$ cat config.mk
export PLATFORM = sky130hd
export DESIGN_NAME = alu_seq_flat
export DESIGN_NICKNAME = d
export VERILOG_FILES = /design/src/rtl/alu_seq_if.sv /design/src/rtl/alu_seq.sv /design/src/flat_wrapper.sv
export SDC_FILE = /design/constraint.sdc
export NUM_CORES = 1
export LEC_CHECK = 0
export ABC_CLOCK_PERIOD_IN_PS = 2700
export BUFFER_PORTS_ARGS = -buffer_cell sky130_fd_sc_hd__buf_2
export CORE_ASPECT_RATIO = 0.6
export CORE_MARGIN = 1.5
export CORE_UTILIZATION = 56
export CTS_CLUSTER_DIAMETER = 100
export DETAILED_ROUTE_END_ITERATION = 6
export PLACE_DENSITY = 0.78
export SKIP_CTS_REPAIR_TIMING = 1
export SKIP_LAST_GASP = 1
export SYNTH_ARGS = -nofsm -noshare
export SYNTH_HDL_FRONTEND = slang
export SYNTH_SLANG_ARGS = --single-unit
$ cat constraint.sdc
create_clock -name CLK -period 2.7 [get_ports CLK]
set_input_delay 0.675 -clock CLK [delete_from_list [all_inputs] [get_ports CLK]]
set_output_delay 0.675 -clock CLK [all_outputs]
set_load 0.01 [all_outputs]
$ cat src/rtl/alu_seq_if.sv
// Request/response bundle between the system controller and alu_seq.
// Signal names follow the controller-side register map.
interface alu_seq_if #(
  parameter int OPW  = 8,
  parameter int RESW = 2*OPW
);
  logic [OPW-1:0]  A;
  logic [OPW-1:0]  B;
  logic [3:0]      ALU_FUN;
  logic            Enable;
  logic [RESW-1:0] ALU_OUT;
  logic            OUT_VALID;
  logic            BUSY;
  logic            DIV_ZERO;

  modport master (output A, B, ALU_FUN, Enable,
                  input  ALU_OUT, OUT_VALID, BUSY, DIV_ZERO);
  modport slave  (input  A, B, ALU_FUN, Enable,
                  output ALU_OUT, OUT_VALID, BUSY, DIV_ZERO);
endinterface

$ cat src/rtl/alu_seq.sv
// Sequential ALU: single-cycle logic/arith/compare/shift, iterative MUL/DIV/MOD
// taking OPW cycles, with BUSY handshake and divide-by-zero flag.
module alu_seq #(
  parameter int OPW  = 8,
  parameter int RESW = 2*OPW
) (
  input  logic       CLK,
  input  logic       RST,
  alu_seq_if.slave   bus
);
  localparam int CW = $clog2(OPW+1);
  localparam logic [3:0] F_ADD = 4'd0,  F_SUB = 4'd1,  F_MUL = 4'd2,  F_DIV = 4'd3,
                         F_AND = 4'd4,  F_OR  = 4'd5,  F_NAND = 4'd6, F_NOR = 4'd7,
                         F_XOR = 4'd8,  F_XNOR = 4'd9, F_EQ  = 4'd10, F_GT  = 4'd11,
                         F_LT  = 4'd12, F_SHR = 4'd13, F_SHL = 4'd14, F_MOD = 4'd15;

  typedef enum logic {IDLE, CALC} state_t;

  state_t          state_q;
  logic [CW-1:0]   cnt_q;
  logic [3:0]      op_q;
  logic [RESW-1:0] opa_q;   // MUL: shifting multiplicand; DIV/MOD: dividend -> quotient
  logic [OPW-1:0]  opb_q;   // MUL: shifting multiplier;   DIV/MOD: divisor
  logic [RESW-1:0] acc_q;   // MUL: product;               DIV/MOD: partial remainder
  logic [RESW-1:0] alu_out_q;
  logic            out_valid_q, busy_q, div_zero_q;

  logic [RESW-1:0] ae, be, sc_res, mul_acc_nx;
  logic [OPW:0]    rem_sh, rem_nx;
  logic [OPW-1:0]  quo_nx;
  logic            ge, last;

  always_comb begin
    ae = {{OPW{1'b0}}, bus.A};
    be = {{OPW{1'b0}}, bus.B};
    sc_res = '0;
    case (bus.ALU_FUN)
      F_ADD:  sc_res = ae + be;
      F_SUB:  sc_res = ae - be;
      F_AND:  sc_res = {{OPW{1'b0}}, bus.A & bus.B};
      F_OR:   sc_res = {{OPW{1'b0}}, bus.A | bus.B};
      F_NAND: sc_res = {{OPW{1'b0}}, ~(bus.A & bus.B)};
      F_NOR:  sc_res = {{OPW{1'b0}}, ~(bus.A | bus.B)};
      F_XOR:  sc_res = {{OPW{1'b0}}, bus.A ^ bus.B};
      F_XNOR: sc_res = {{OPW{1'b0}}, ~(bus.A ^ bus.B)};
      F_EQ:   sc_res = (bus.A == bus.B) ? RESW'(1) : '0;
      F_GT:   sc_res = (bus.A >  bus.B) ? RESW'(2) : '0;
      F_LT:   sc_res = (bus.A <  bus.B) ? RESW'(3) : '0;
      F_SHR:  sc_res = ae >> 1;
      F_SHL:  sc_res = ae << 1;
      default: sc_res = '0;
    endcase

    mul_acc_nx = acc_q + (opb_q[0] ? opa_q : '0);
    // Restoring division step: shift next dividend bit into the remainder.
    rem_sh = {acc_q[OPW-1:0], opa_q[OPW-1]};
    ge     = rem_sh >= {1'b0, opb_q};
    rem_nx = ge ? rem_sh - {1'b0, opb_q} : rem_sh;
    quo_nx = {opa_q[OPW-2:0], ge};
    last   = (cnt_q == CW'(OPW-1));
  end

  always_ff @(posedge CLK or posedge RST) begin
    if (RST) begin
      state_q     <= IDLE;
      cnt_q       <= '0;
      op_q        <= '0;
      opa_q       <= '0;
      opb_q       <= '0;
      acc_q       <= '0;
      alu_out_q   <= '0;
      out_valid_q <= 1'b0;
      busy_q      <= 1'b0;
      div_zero_q  <= 1'b0;
    end else begin
      out_valid_q <= 1'b0;
      case (state_q)
        IDLE: if (bus.Enable) begin
          if (bus.ALU_FUN == F_MUL ||
              ((bus.ALU_FUN == F_DIV || bus.ALU_FUN == F_MOD) && bus.B != '0)) begin
            op_q    <= bus.ALU_FUN;
            opa_q   <= ae;
            opb_q   <= bus.B;
            acc_q   <= '0;
            cnt_q   <= '0;
            busy_q  <= 1'b1;
            state_q <= CALC;
          end else if (bus.ALU_FUN == F_DIV || bus.ALU_FUN == F_MOD) begin
            alu_out_q   <= (bus.ALU_FUN == F_DIV) ? '1 : ae;
            out_valid_q <= 1'b1;
            div_zero_q  <= 1'b1;
          end else begin
            alu_out_q   <= sc_res;
            out_valid_q <= 1'b1;
            div_zero_q  <= 1'b0;
          end
        end
        CALC: begin
          cnt_q <= cnt_q + CW'(1);
          if (op_q == F_MUL) begin
            acc_q <= mul_acc_nx;
            opa_q <= opa_q << 1;
            opb_q <= opb_q >> 1;
          end else begin
            acc_q <= {{(RESW-OPW-1){1'b0}}, rem_nx};
            opa_q <= {{OPW{1'b0}}, quo_nx};
          end
          if (last) begin
            alu_out_q   <= (op_q == F_MUL) ? mul_acc_nx :
                           (op_q == F_DIV) ? {{OPW{1'b0}}, quo_nx} :
                                             {{(RESW-OPW-1){1'b0}}, rem_nx};
            out_valid_q <= 1'b1;
            div_zero_q  <= 1'b0;
            busy_q      <= 1'b0;
            state_q     <= IDLE;
          end
        end
        default: state_q <= IDLE;
      endcase
    end
  end

  assign bus.ALU_OUT   = alu_out_q;
  assign bus.OUT_VALID = out_valid_q;
  assign bus.BUSY      = busy_q;
  assign bus.DIV_ZERO  = div_zero_q;
endmodule

$ cat src/flat_wrapper.sv
// flat-port wrapper written by rule: the top's interface ports become plain ports
module alu_seq_flat 
#(
  parameter int OPW  = 8,
  parameter int RESW = 2*OPW
)
  (CLK, RST, bus_A, bus_B, bus_ALU_FUN, bus_Enable, bus_ALU_OUT, bus_OUT_VALID, bus_BUSY, bus_DIV_ZERO);
  alu_seq_if #(.OPW(OPW), .RESW(RESW)) bus_i ();
  input  logic CLK;
  input  logic RST;
  input wire logic [$bits(bus_i.A)-1:0] bus_A;
  input wire logic [$bits(bus_i.B)-1:0] bus_B;
  input wire logic [$bits(bus_i.ALU_FUN)-1:0] bus_ALU_FUN;
  input wire logic [$bits(bus_i.Enable)-1:0] bus_Enable;
  output wire logic [$bits(bus_i.ALU_OUT)-1:0] bus_ALU_OUT;
  output wire logic [$bits(bus_i.OUT_VALID)-1:0] bus_OUT_VALID;
  output wire logic [$bits(bus_i.BUSY)-1:0] bus_BUSY;
  output wire logic [$bits(bus_i.DIV_ZERO)-1:0] bus_DIV_ZERO;
  assign bus_i.A = bus_A;
  assign bus_i.B = bus_B;
  assign bus_i.ALU_FUN = bus_ALU_FUN;
  assign bus_i.Enable = bus_Enable;
  assign bus_ALU_OUT = bus_i.ALU_OUT;
  assign bus_OUT_VALID = bus_i.OUT_VALID;
  assign bus_BUSY = bus_i.BUSY;
  assign bus_DIV_ZERO = bus_i.DIV_ZERO;
  alu_seq #(.OPW(OPW), .RESW(RESW)) u_core (.CLK(CLK), .RST(RST), .bus(bus_i));
endmodule
After elaboration in Yosys (flattened, before gate mapping)
Cells that the tools add are included.
{"block": "totals", "ff_bits": 68, "inputBits": 23, "out_inout_bits": 19, "elab_cells": 104}
{"block": "classes", "addsub": 5, "n_lt_le_gt_ge": 3, "eq_ne": 24, "mux": 45, "n_bitwise": 7, "n_reduce_logical": 10}
{"cell": "2-to-1 mux 16 bit", "n": 13}
{"cell": "case mux 16 bit (13 select lines)", "n": 1}
{"cell": "case mux 16 bit (2 select lines)", "n": 3}
{"cell": "equality test 4 bit (second input constant)", "n": 8}
{"cell": "2-to-1 mux 8 bit", "n": 3}
{"cell": "inverter 8 bit", "n": 3}
{"cell": "equality test 4 x 3 -> 1 bit (second input constant)", "n": 5}
{"cell": "2-to-1 mux 9 bit", "n": 2}
{"cell": "adder 16 bit", "n": 1}
{"cell": "equality test 4 x 2 -> 1 bit (second input constant)", "n": 4}
{"cell": "case mux 8 bit (2 select lines)", "n": 1}
{"cell": "2-to-1 mux 1 bit", "n": 13}
{"cell": "AND reduction 3 bit", "n": 4}
{"cell": "adder 8 x 8 -> 9 bit", "n": 1}
{"cell": "greater-or-equal comparator 9 x 8 -> 1 bit", "n": 1}
{"cell": "subtractor 8 x 8 -> 9 bit", "n": 1}
{"cell": "subtractor 9 x 8 -> 9 bit", "n": 1}
{"cell": "AND 8 bit", "n": 1}
{"cell": "equality test 8 bit", "n": 1}
{"cell": "> comparator 8 bit", "n": 1}
{"cell": "< comparator 8 bit", "n": 1}
{"cell": "2-to-1 mux 4 bit", "n": 2}
{"cell": "inequality test 2 bit (second input constant)", "n": 4}
{"cell": "OR 8 bit", "n": 1}
{"cell": "other kinds (13)", "n": 18}

Longest topological paths before layout
Gate-level depths: netlist of the first run.
{"block": "depth", "ltp_word": 7, "mapped_depth": 11}

Least setup slack after synthesis of the first run
Ideal clock, no wire load.
{"block": "synth_timing", "path_type": "input to register", "startpoint": "input bus_B[3]", "endpoint": "register u_core.alu_out_q[7], in the netlist u_core.bus.ALU_OUT[7]", "setup_ns": 0.133, "arrival_time_ns": 2.379, "setup_slack_ns": 0.188, "path_stages": 10, "n_path_buf": 1, "path_cell_list": "inv_1 ha_1 buf_6 and2_4 a221oi_2 a21oi_1 a311oi_1 mux2i_1 a211oi_1 o22ai_1"}
{"block": "synth_via", "elab_chain_cells": 6, "word_cells_on_any_way": 12, "classes_between": "add/sub (2); eq/ne (1); mux (5); reduce/logical (4)"}
{"item": "start, declared", "line": "flat_wrapper.sv:12", "source": "input wire logic [$bits(bus_i.B)-1:0] bus_B;"}
{"item": "subtractor 8 x 8 -> 9 bit / adder 8 x 8 -> 9 bit (equally long branches)", "line": "alu_seq.sv:39, alu_seq.sv:38"}
{"item": "case mux 16 bit (13 select lines)", "line": "alu_seq.sv:37", "source": "case (bus.ALU_FUN)"}
{"item": "2-to-1 mux 16 bit", "line": "alu_seq.sv:88", "source": "end else if (bus.ALU_FUN == F_DIV || bus.ALU_FUN == F_MOD) begin"}
{"item": "2-to-1 mux 16 bit", "line": "alu_seq.sv:79", "source": "if (bus.ALU_FUN == F_MUL ||"}
{"item": "2-to-1 mux 16 bit", "line": "alu_seq.sv:78", "source": "IDLE: if (bus.Enable) begin"}
{"item": "case mux 16 bit (2 select lines)", "line": "alu_seq.sv:77", "source": "case (state_q)"}
{"item": "end signal, assigned", "line": "alu_seq.sv:89", "source": "alu_out_q <= (bus.ALU_FUN == F_DIV) ? '1 : ae;"}
{"item": "end signal, assigned", "line": "alu_seq.sv:93", "source": "alu_out_q <= sc_res;"}
{"item": "end signal, assigned", "line": "alu_seq.sv:109", "source": "alu_out_q <= (op_q == F_MUL) ? mul_acc_nx :"}
{"item": "end, declared", "line": "alu_seq.sv:25", "source": "logic [RESW-1:0] alu_out_q;"}
Several ways; a longest one is shown, not always the timed one. The select of a mux whose other input is x is not followed.
A chain may end at the register's enable or synchronous reset.

Worst setup path in the final report of the first run
{"block": "layout_timing", "startpoint": "register u_core.opb_q[0]", "endpoint": "register u_core.alu_out_q[15], in the netlist u_core.bus.ALU_OUT[15]"}
{"block": "layout_via", "elab_chain_cells": 5}
{"item": "start, declared", "line": "alu_seq.sv:23", "source": "logic [OPW-1:0] opb_q;"}
{"item": "start signal, assigned", "line": "alu_seq.sv:83", "source": "opb_q <= bus.B;"}
{"item": "start signal, assigned", "line": "alu_seq.sv:103", "source": "opb_q <= opb_q >> 1;"}
{"item": "2-to-1 mux 16 bit", "line": "alu_seq.sv:54", "source": "mul_acc_nx = acc_q + (opb_q[0] ? opa_q : '0);"}
{"item": "adder 16 bit", "line": "alu_seq.sv:54"}
{"item": "2-to-1 mux 16 bit", "line": "alu_seq.sv:109"}
{"item": "2-to-1 mux 16 bit", "line": "alu_seq.sv:108", "source": "if (last) begin"}
{"item": "case mux 16 bit (2 select lines)", "line": "alu_seq.sv:77"}
No other way between the ends. The select of a mux whose other input is x is not followed.

==> run summary, run 1 <==
CTS max path bufs -> 2
Syn_area_per_cell -> 8.37 µm²
Antenna-violating nets left -> 0
Hold WC Path Type -> primary input to async pin
Root Driver -> clkbuf_16
Drt via density -> 6.55
Net Count, Synth -> 817
Combinational share of power -> 64.0%
Clock Power Share -> 14.3%
Placed cells -> 997
Clock Skews -> 7.73 ps
Rows -> 29
Sw Share -> 46.1%
# setup viols final -> 2
Worst path depth -> 10
WHS -> 373 ps
Max cap viols -> 0
Tcrit/Tclk final -> 101%
Worst reg2reg endpoint -> u_core.bus.ALU_OUT[15]$_DFFE_PP0P_
FF+latch count, synth -> 68
Reg power frac -> 21.7%
Cell Count, Final, Fillers Out -> 1019
TritonRoute pass-1 iters -> 6
Placement Cell Area -> 7320 µm²
Total power -> 8.48 mW
Synth warnings -> 0
R2R Path Start -> u_core.opb_q[0]$_DFFE_PP0P_
Failing checks -> negative setup slack
Vias in the first global route -> 6241
Die area -> 11700 µm²
CP arrival -> 3010 ps
Core area -> 10700 µm²
EDFF count, synth -> 0
Slew Viols, Final -> 0
Share of synthesized registers carrying an async set or reset -> 100%
Initial core utilization -> 58.2%
Die H -> 84.5 µm
Total CTS buffers -> 9
GPL Wtd Cong -> 1.01
Synth Cell Area -> 6200 µm²
Worst-Skew Late Latency -> 340 ps
Family with the most delay on the worst path -> compound AO/OA/AOI/OAI gates
PortBufs -> 41
Largest net degree at the start of global routing -> 51
Status -> finished with violations
Worst slack, placed -> -268 ps
H-tree depth -> 3
Top_reg_cell synth -> dfrtp_1
Overall Global Routing Usage -> 38.3%
Number of antenna diodes -> 0
Netlist cell types -> 90
# DRC -> 0
Post-DP HPWL -> 17.2 mm
Ratio of cells with drive above 1 in the final layout -> 28.3%
Drt first-iter violations -> 1058
Area growth syn-to-layout -> 27.1%
Setup TNS -> -29.9 ps
CTS sink cnt -> 68
Total Wirelength -> 22.6 mm
DR vias -> 6675
CP startpoint kind -> flop
Hold Fails Final Rpt -> 0
Leakage power -> 3.73 nW
Crit Path Max Fanout -> 7
CP Capture Type -> flop
Register area share after synthesis -> 27.4%
I/O Pins -> 42
Crit Path Class -> flop to flop
Slew headroom -> 61.7%
Post-Synthesis Cells -> 741
Net count reported at finish -> 951
CTS tree -> yes
DR WL/cell -> 22.2 µm
Final min period -> 2730 ps
Pwr/cell area -> 1080 nW/µm²
Final instance area -> 7880 µm²
Max incr delay on CP -> 490 ps
WP data required -> 2980 ps
Number of antenna violations at the first check in global routing -> 0
RSZ-0062 raised after global routing -> true
Finished Core Util -> 73.9%
FF-to-FF path depth -> 10
Reg clk slew, reported paths -> 60 ps
Worst-margin pin slew -> 573 ps
First-pass GRT wire length -> 34.7 mm
R2R Setup Slk -> -30 ps
Critical path's slowest cell -> dfrtp_2
Cells along the critical path -> buf_6 -> ha_1 -> ha_4 -> a211oi_2 -> nor2_2 -> a211oi_4 -> a21oi_4 -> a221oi_2 -> mux2i_1 -> o22a_1
Fmax achieved -> 367 MHz
Die Wd -> 139 µm
Setup ws final -> -26.1 ps
NetSw -> 3.91 mW
Buf+Inv Stages, Crit Path -> 1
P_int -> 4.57 mW
Peak VDD IR -> 0.00101 V
GRT overflow -> 0
power by group through the flow:
| stage | Sequential [mW] | Combinational (mW) | Clock (mW) |
|---|---|---|---|
| after floorplan | 1.73 | 3.02 | 0 |
| after global placement | 1.77 | 4.55 | 0 |
| after detailed placement | 1.80 | 4.70 | 0 |
| after CTS | 1.79 | 4.75 | 1.21 |
| after global routing | 1.87 | 5.78 | 1.25 |
| final | 1.84 | 5.43 | 1.21 |
worst max path at each step:
stage	from	to	slack [ps]
after floorplan	bus_B[3]	u_core.bus.ALU_OUT[7]$_DFFE_PP0P_	190
after global placement	bus_B[3]	u_core.bus.ALU_OUT[7]$_DFFE_PP0P_	-280
after detailed placement	bus_B[3]	u_core.bus.ALU_OUT[7]$_DFFE_PP0P_	-270
after CTS	u_core.opb_q[0]$_DFFE_PP0P_	u_core.bus.ALU_OUT[6]$_DFFE_PP0P_	-180
after global routing	u_core.opb_q[0]$_DFFE_PP0P_	u_core.bus.ALU_OUT[6]$_DFFE_PP0P_	-100
final	u_core.opb_q[0]$_DFFE_PP0P_	u_core.bus.ALU_OUT[15]$_DFFE_PP0P_	-30
cell families after synthesis:
logic type	count (synthesis)	synth area share (%)
and+or+nand+nor	243	20.0
adders and majority gates	53	11.2
DFF	68	27.4
AOI/OAI and AO/OA	239	26.8
muxes	25	4.24
xor gates and xnor gates	31	4.38
buffers and inverters	82	6.01
state kept, by name (all words and copies together) (netlist names):
| register | cells |
|---|---|
| u_core.acc_q | 16 |
| u_core.bus.ALU_OUT | 16 |
| u_core.bus.BUSY | 1 |
| u_core.bus.DIV_ZERO | 1 |
| u_core.bus.OUT_VALID | 1 |
| u_core.cnt_q | 4 |
| u_core.op_q | 4 |
| u_core.opa_q | 16 |
| u_core.opb_q | 8 |
| u_core.state_q | 1 |
placed cells by master, fill, tap and decap left out, drive strengths merged, types with 9 or more instances in the layout:
cell type	instances
mux2i	18
nor2	66
nand3	15
xnor2	14
ha	49
a31oi	13
o21ai	54
xor2	17
inv	45
a21oi	50
nor3	20
buf	162
nand2	64
dfrtp	68
a21o	11
o22ai	9
o21a	9
a211oi	13
clkbuf	9
nand2b	12
and2	22
synthesized netlist by cell type (4+ instances only):
cell type  count  area, µm²
a211o_1        5       43.8
a211oi_1      10       75.1
a21boi_0       4       30.0
a21o_1        11       82.6
a21oi_1       49        245
a221o_1        6       60.1
a221oi_1       4       35.0
a22o_1         7       61.3
a22oi_1        6       45.0
a31oi_1       13       81.3
and2_1        20        125
buf_2         16       80.1
buf_6          5       56.3
clkbuf_1      15       56.3
dfrtp_1       68       1700
fa_1           4       80.1
ha_1          49        613
inv_1         42        158
mux2_2         5       56.3
mux2i_1       18        180
nand2_1       64        240
nand2b_1      12       75.1
nand3_1       13       65.1
nand4_1        5       31.3
nor2_1        64        240
nor2b_1        7       43.8
nor3_1        20        100
nor4_1         5       31.3
o211ai_1       4       30.0
o21a_1         8       60.1
o21ai_0       48        240
o21ai_1        5       25.0
o22ai_1        9       56.3
o31ai_1        6       45.0
xnor2_1       14        123
xor2_1        17        149
final cells by class:
| cell class | count | area (µm²) |
|---|---|---|
| Inverter | 43 | 161 |
| Fill cell | 804 | 2790 |
| Tap cell | 139 | 174 |
| Clock buffer | 9 | 225 |
| Sequential cell | 68 | 1710 |
| Clock inverter | 7 | 75.1 |
| Timing Repair Buffer | 162 | 1190 |
| Multi-Input combinational cell | 591 | 4350 |
worst register-to-register path, cell delays in order (launching register included):
cell      delay [ps]
dfrtp_2          490
buf_6            170
ha_1             240
ha_4             200
a211oi_2         240
nor2_2            90
a211oi_4         300
a21oi_4          130
a221oi_2         330
mux2i_1          310
o22a_1           180
per-layer routing:
| layer | share of wire, % | GRT usage [%] | up-vias | wire length (µm) |
|---|---|---|---|---|
| met5 | 0 | 0 | - | 0 |
| met4 | 1.3 | 7.10 | 0 | 294 |
| met3 | 14 | 12.7 | 46 | 3170 |
| met2 | 40 | 51.3 | 463 | 9160 |
| met1 | 44 | 59.4 | 3189 | 10000 |
| li1 | - | - | 2977 | - |
No activity file was read; power rests on OpenSTA's default activity.
==> run 2, diff against run 1 <==
--- a/config.mk
+++ b/config.mk
@@ -9,10 +9,11 @@
 export BUFFER_PORTS_ARGS = -buffer_cell sky130_fd_sc_hd__buf_2
 export CORE_ASPECT_RATIO = 0.6
 export CORE_MARGIN = 1.5
-export CORE_UTILIZATION = 56
+export CORE_UTILIZATION = 58
+export CTS_BUF_LIST = sky130_fd_sc_hd__clkbuf_4 sky130_fd_sc_hd__clkbuf_8
 export CTS_CLUSTER_DIAMETER = 100
 export DETAILED_ROUTE_END_ITERATION = 6
-export PLACE_DENSITY = 0.78
+export PLACE_DENSITY = 0.8
 export SKIP_CTS_REPAIR_TIMING = 1
 export SKIP_LAST_GASP = 1
 export SYNTH_ARGS = -nofsm -noshare
==> run 2 against run 1 <==
Net effect: the flow still finishes with violations (negative setup slack); die area fell by 3.3%; worst setup slack improved by 4.0 ps; maximum frequency up 0.15%; flip-flop and latch count unchanged.
==> run summary, run 2 (synthesized netlist as in run 1, its figures left out) <==
Status -> finished with violations
Failing checks -> negative setup slack
Setup ws final -> -22.1 ps (+3.98 ps)
Setup TNS -> -22.1 ps (+7.80 ps)
CP Capture Type -> flop
CTS tree -> yes
Net count reported at finish -> 952 (+0.11%)
Vias in the first global route -> 6294 (+0.85%)
Finished Core Util -> 74.4% (+0.50 points)
Clock Skews -> 7.60 ps (-0.128 ps)
Core area -> 10500 µm² (-1.7%)
Family with the most delay on the worst path -> compound AO/OA/AOI/OAI gates
CTS sink cnt -> 68 (unchanged)
First-pass GRT wire length -> 34.0 mm (-2.1%)
Total power -> 8.19 mW (-3.4%)
R2R Path Start -> u_core.opb_q[0]$_DFFE_PP0P_
I/O Pins -> 42 (unchanged)
# setup viols final -> 1 (-1)
Fmax achieved -> 367 MHz (+0.15%)
Rows -> 29 (unchanged)
PortBufs -> 41 (unchanged)
Worst reg2reg endpoint -> u_core.bus.ALU_OUT[8]$_DFFE_PP0P_
Ratio of cells with drive above 1 in the final layout -> 28.0% (-0.26 points)
Peak VDD IR -> 0.000799 V (-21%)
Commonest non-fill, non-tap cell in the layout -> buf_4
Overall Global Routing Usage -> 39.8% (+1.5 points)
# DRC -> 0 (unchanged)
Hold WC Path Type -> primary input to async pin
CP startpoint kind -> flop
Area growth syn-to-layout -> 25.8%
Tcrit/Tclk final -> 101% (-0.15 points)
Post-DP HPWL -> 17.2 mm (+0.22%)
Final min period -> 2720 ps (-3.98 ps)
H-tree depth -> 3 (unchanged)
GRT overflow -> 0 (unchanged)
Buf+Inv Stages, Crit Path -> 1 (unchanged)
Worst-margin pin slew -> 874 ps (+301 ps)
Die H -> 83.1 µm (-1.7%)
Total Wirelength -> 22.7 mm (about the same)
Drt first-iter violations -> 930 (-12%)
Filler cell count -> 786 (-2.2%)
Largest net degree at the start of global routing -> 39 (-24%)
Crit Path Max Fanout -> 6 (-1)
Crit Path Class -> flop to flop
Leakage power -> 3.69 nW (-1.1%)
Total CTS buffers -> 9 (unchanged)
Max cap viols -> 0 (unchanged)
DR vias -> 6708 (+0.49%)
FF-to-FF path depth -> 11 (+1)
WP data required -> 2980 ps (about the same)
Slew headroom -> 41.6% (-20 points)
Max incr delay on CP -> 490 ps (about the same)
Pwr/cell area -> 1050 nW/µm² (-2.4%)
Number of antenna violations at the first check in global routing -> 0 (unchanged)
Cells along the critical path -> and2_1 -> ha_2 -> fa_2 -> a211oi_2 -> buf_4 -> o21a_1 -> nor2_1 -> xnor2_1 -> o21ai_0 -> nand3_1 -> a31oi_1
Initial core utilization -> 59.2% (+1.0 points)
Register area -> 1700 µm² (about the same)
Die area -> 11300 µm² (-3.3%)
Area occupied by multi-input gates -> 4340 µm² (-0.11%)
Reg clk slew, reported paths -> 80 ps (+20 ps)
Number of antenna diodes -> 0 (unchanged)
CP arrival -> 3010 ps (about the same)
TritonRoute pass-1 iters -> 7 (+1)
CTS max path bufs -> 2 (unchanged)
DR WL/cell -> 22.2 µm (about the same)
Root Driver -> clkbuf_8
Worst-Skew Late Latency -> 360 ps (+20 ps)
Critical path's slowest cell -> dfrtp_2
R2R Setup Slk -> -20 ps (about the same)
Slew Viols, Final -> 0 (unchanged)
Die Wd -> 137 µm (-1.7%)
Drt via density -> 6.58 (+0.40%)
RSZ-0062 raised after global routing -> true
Hold Fails Final Rpt -> 0 (unchanged)
Antenna-violating nets left -> 0 (unchanged)
GPL Wtd Cong -> 1.00 (-0.58%)
Commonest non-fill, non-tap cells in the layout -> 116 x buf_4, 66 x dfrtp_1, 64 x nor2_1, 64 x nand2_1, 48 x a21oi_1
==> run 2: cell types whose count changed in the layout (fill, tap and decap cells not counted), sizes merged <==
cell and delta:
buf +1, bufinv +1, inv -2, clkinvlp -2, clkinv +1, clkbuf +2
==> run 2: worst max-delay path by stage <==
stage                                 from                                  to  slack, ps  cells past startpoint
2_1_floorplan                     bus_B[3]   u_core.bus.ALU_OUT[7]$_DFFE_PP0P_        190                     10
3_3_place_gp                      bus_B[1]   u_core.bus.ALU_OUT[1]$_DFFE_PP0P_       -150                     11
3_5_place_dp                      bus_B[4]  u_core.bus.ALU_OUT[13]$_DFFE_PP0P_       -250                      9
4_1_cts        u_core.opb_q[0]$_DFFE_PP0P_  u_core.bus.ALU_OUT[15]$_DFFE_PP0P_       -140                     10
5_1_grt        u_core.opb_q[0]$_DFFE_PP0P_  u_core.bus.ALU_OUT[15]$_DFFE_PP0P_        -90                      9
6_report       u_core.opb_q[0]$_DFFE_PP0P_   u_core.bus.ALU_OUT[8]$_DFFE_PP0P_        -20                     11
==> run 2: per-layer routing <==
| metal | GRT usage, % | vias to the layer above | part of all wire (%) |
|---|---|---|---|
| met1 | 61.8 | 3191 | 44 |
| met4 | 8.80 | 0 | 2.2 |
| met5 | 0 | - | 0 |
| met2 | 51.2 | 473 | 39 |
| li1 | - | 2977 | - |
| met3 | 15.0 | 67 | 15 |
==> run 2: layout make-up <==
class,instances,share of cell area (%)
clock inverters,5,1.09
inverters,43,2.07
multi-input cells,591,55.7
well taps,139,2.23
flip-flops and latches,68,21.8
repair buffers,163,15.2
clock buffers,11,1.86
==> run 2: worst register-to-register path, cell delays in order, from the launching register on <==
cell	delay (ps)
dfrtp_2	490
and2_1	170
ha_2	200
fa_2	390
a211oi_2	220
buf_4	180
o21a_1	200
nor2_1	100
xnor2_1	160
o21ai_0	220
nand3_1	150
a31oi_1	170
==> run 2: per-stage QoR <==
step,setup slack [ps],hold slack [ps],instance area (µm²),std cells
2_1_floorplan,188,445,6200,741
3_3_place_gp,-148,457,7310,1000
3_5_place_dp,-245,474,7310,1000
4_1_cts,-139,490,7540,1016
5_1_grt,-95.0,497,7800,1020
6_report,-22.1,491,7800,1020
==> run 2: where the power goes <==
group,internal [mW],leakage (nW),switching (mW)
clock network,0.559,0.113,0.430
logic,2.39,2.74,2.99
registers,1.42,0.835,0.408
total,4.37,3.69,3.83
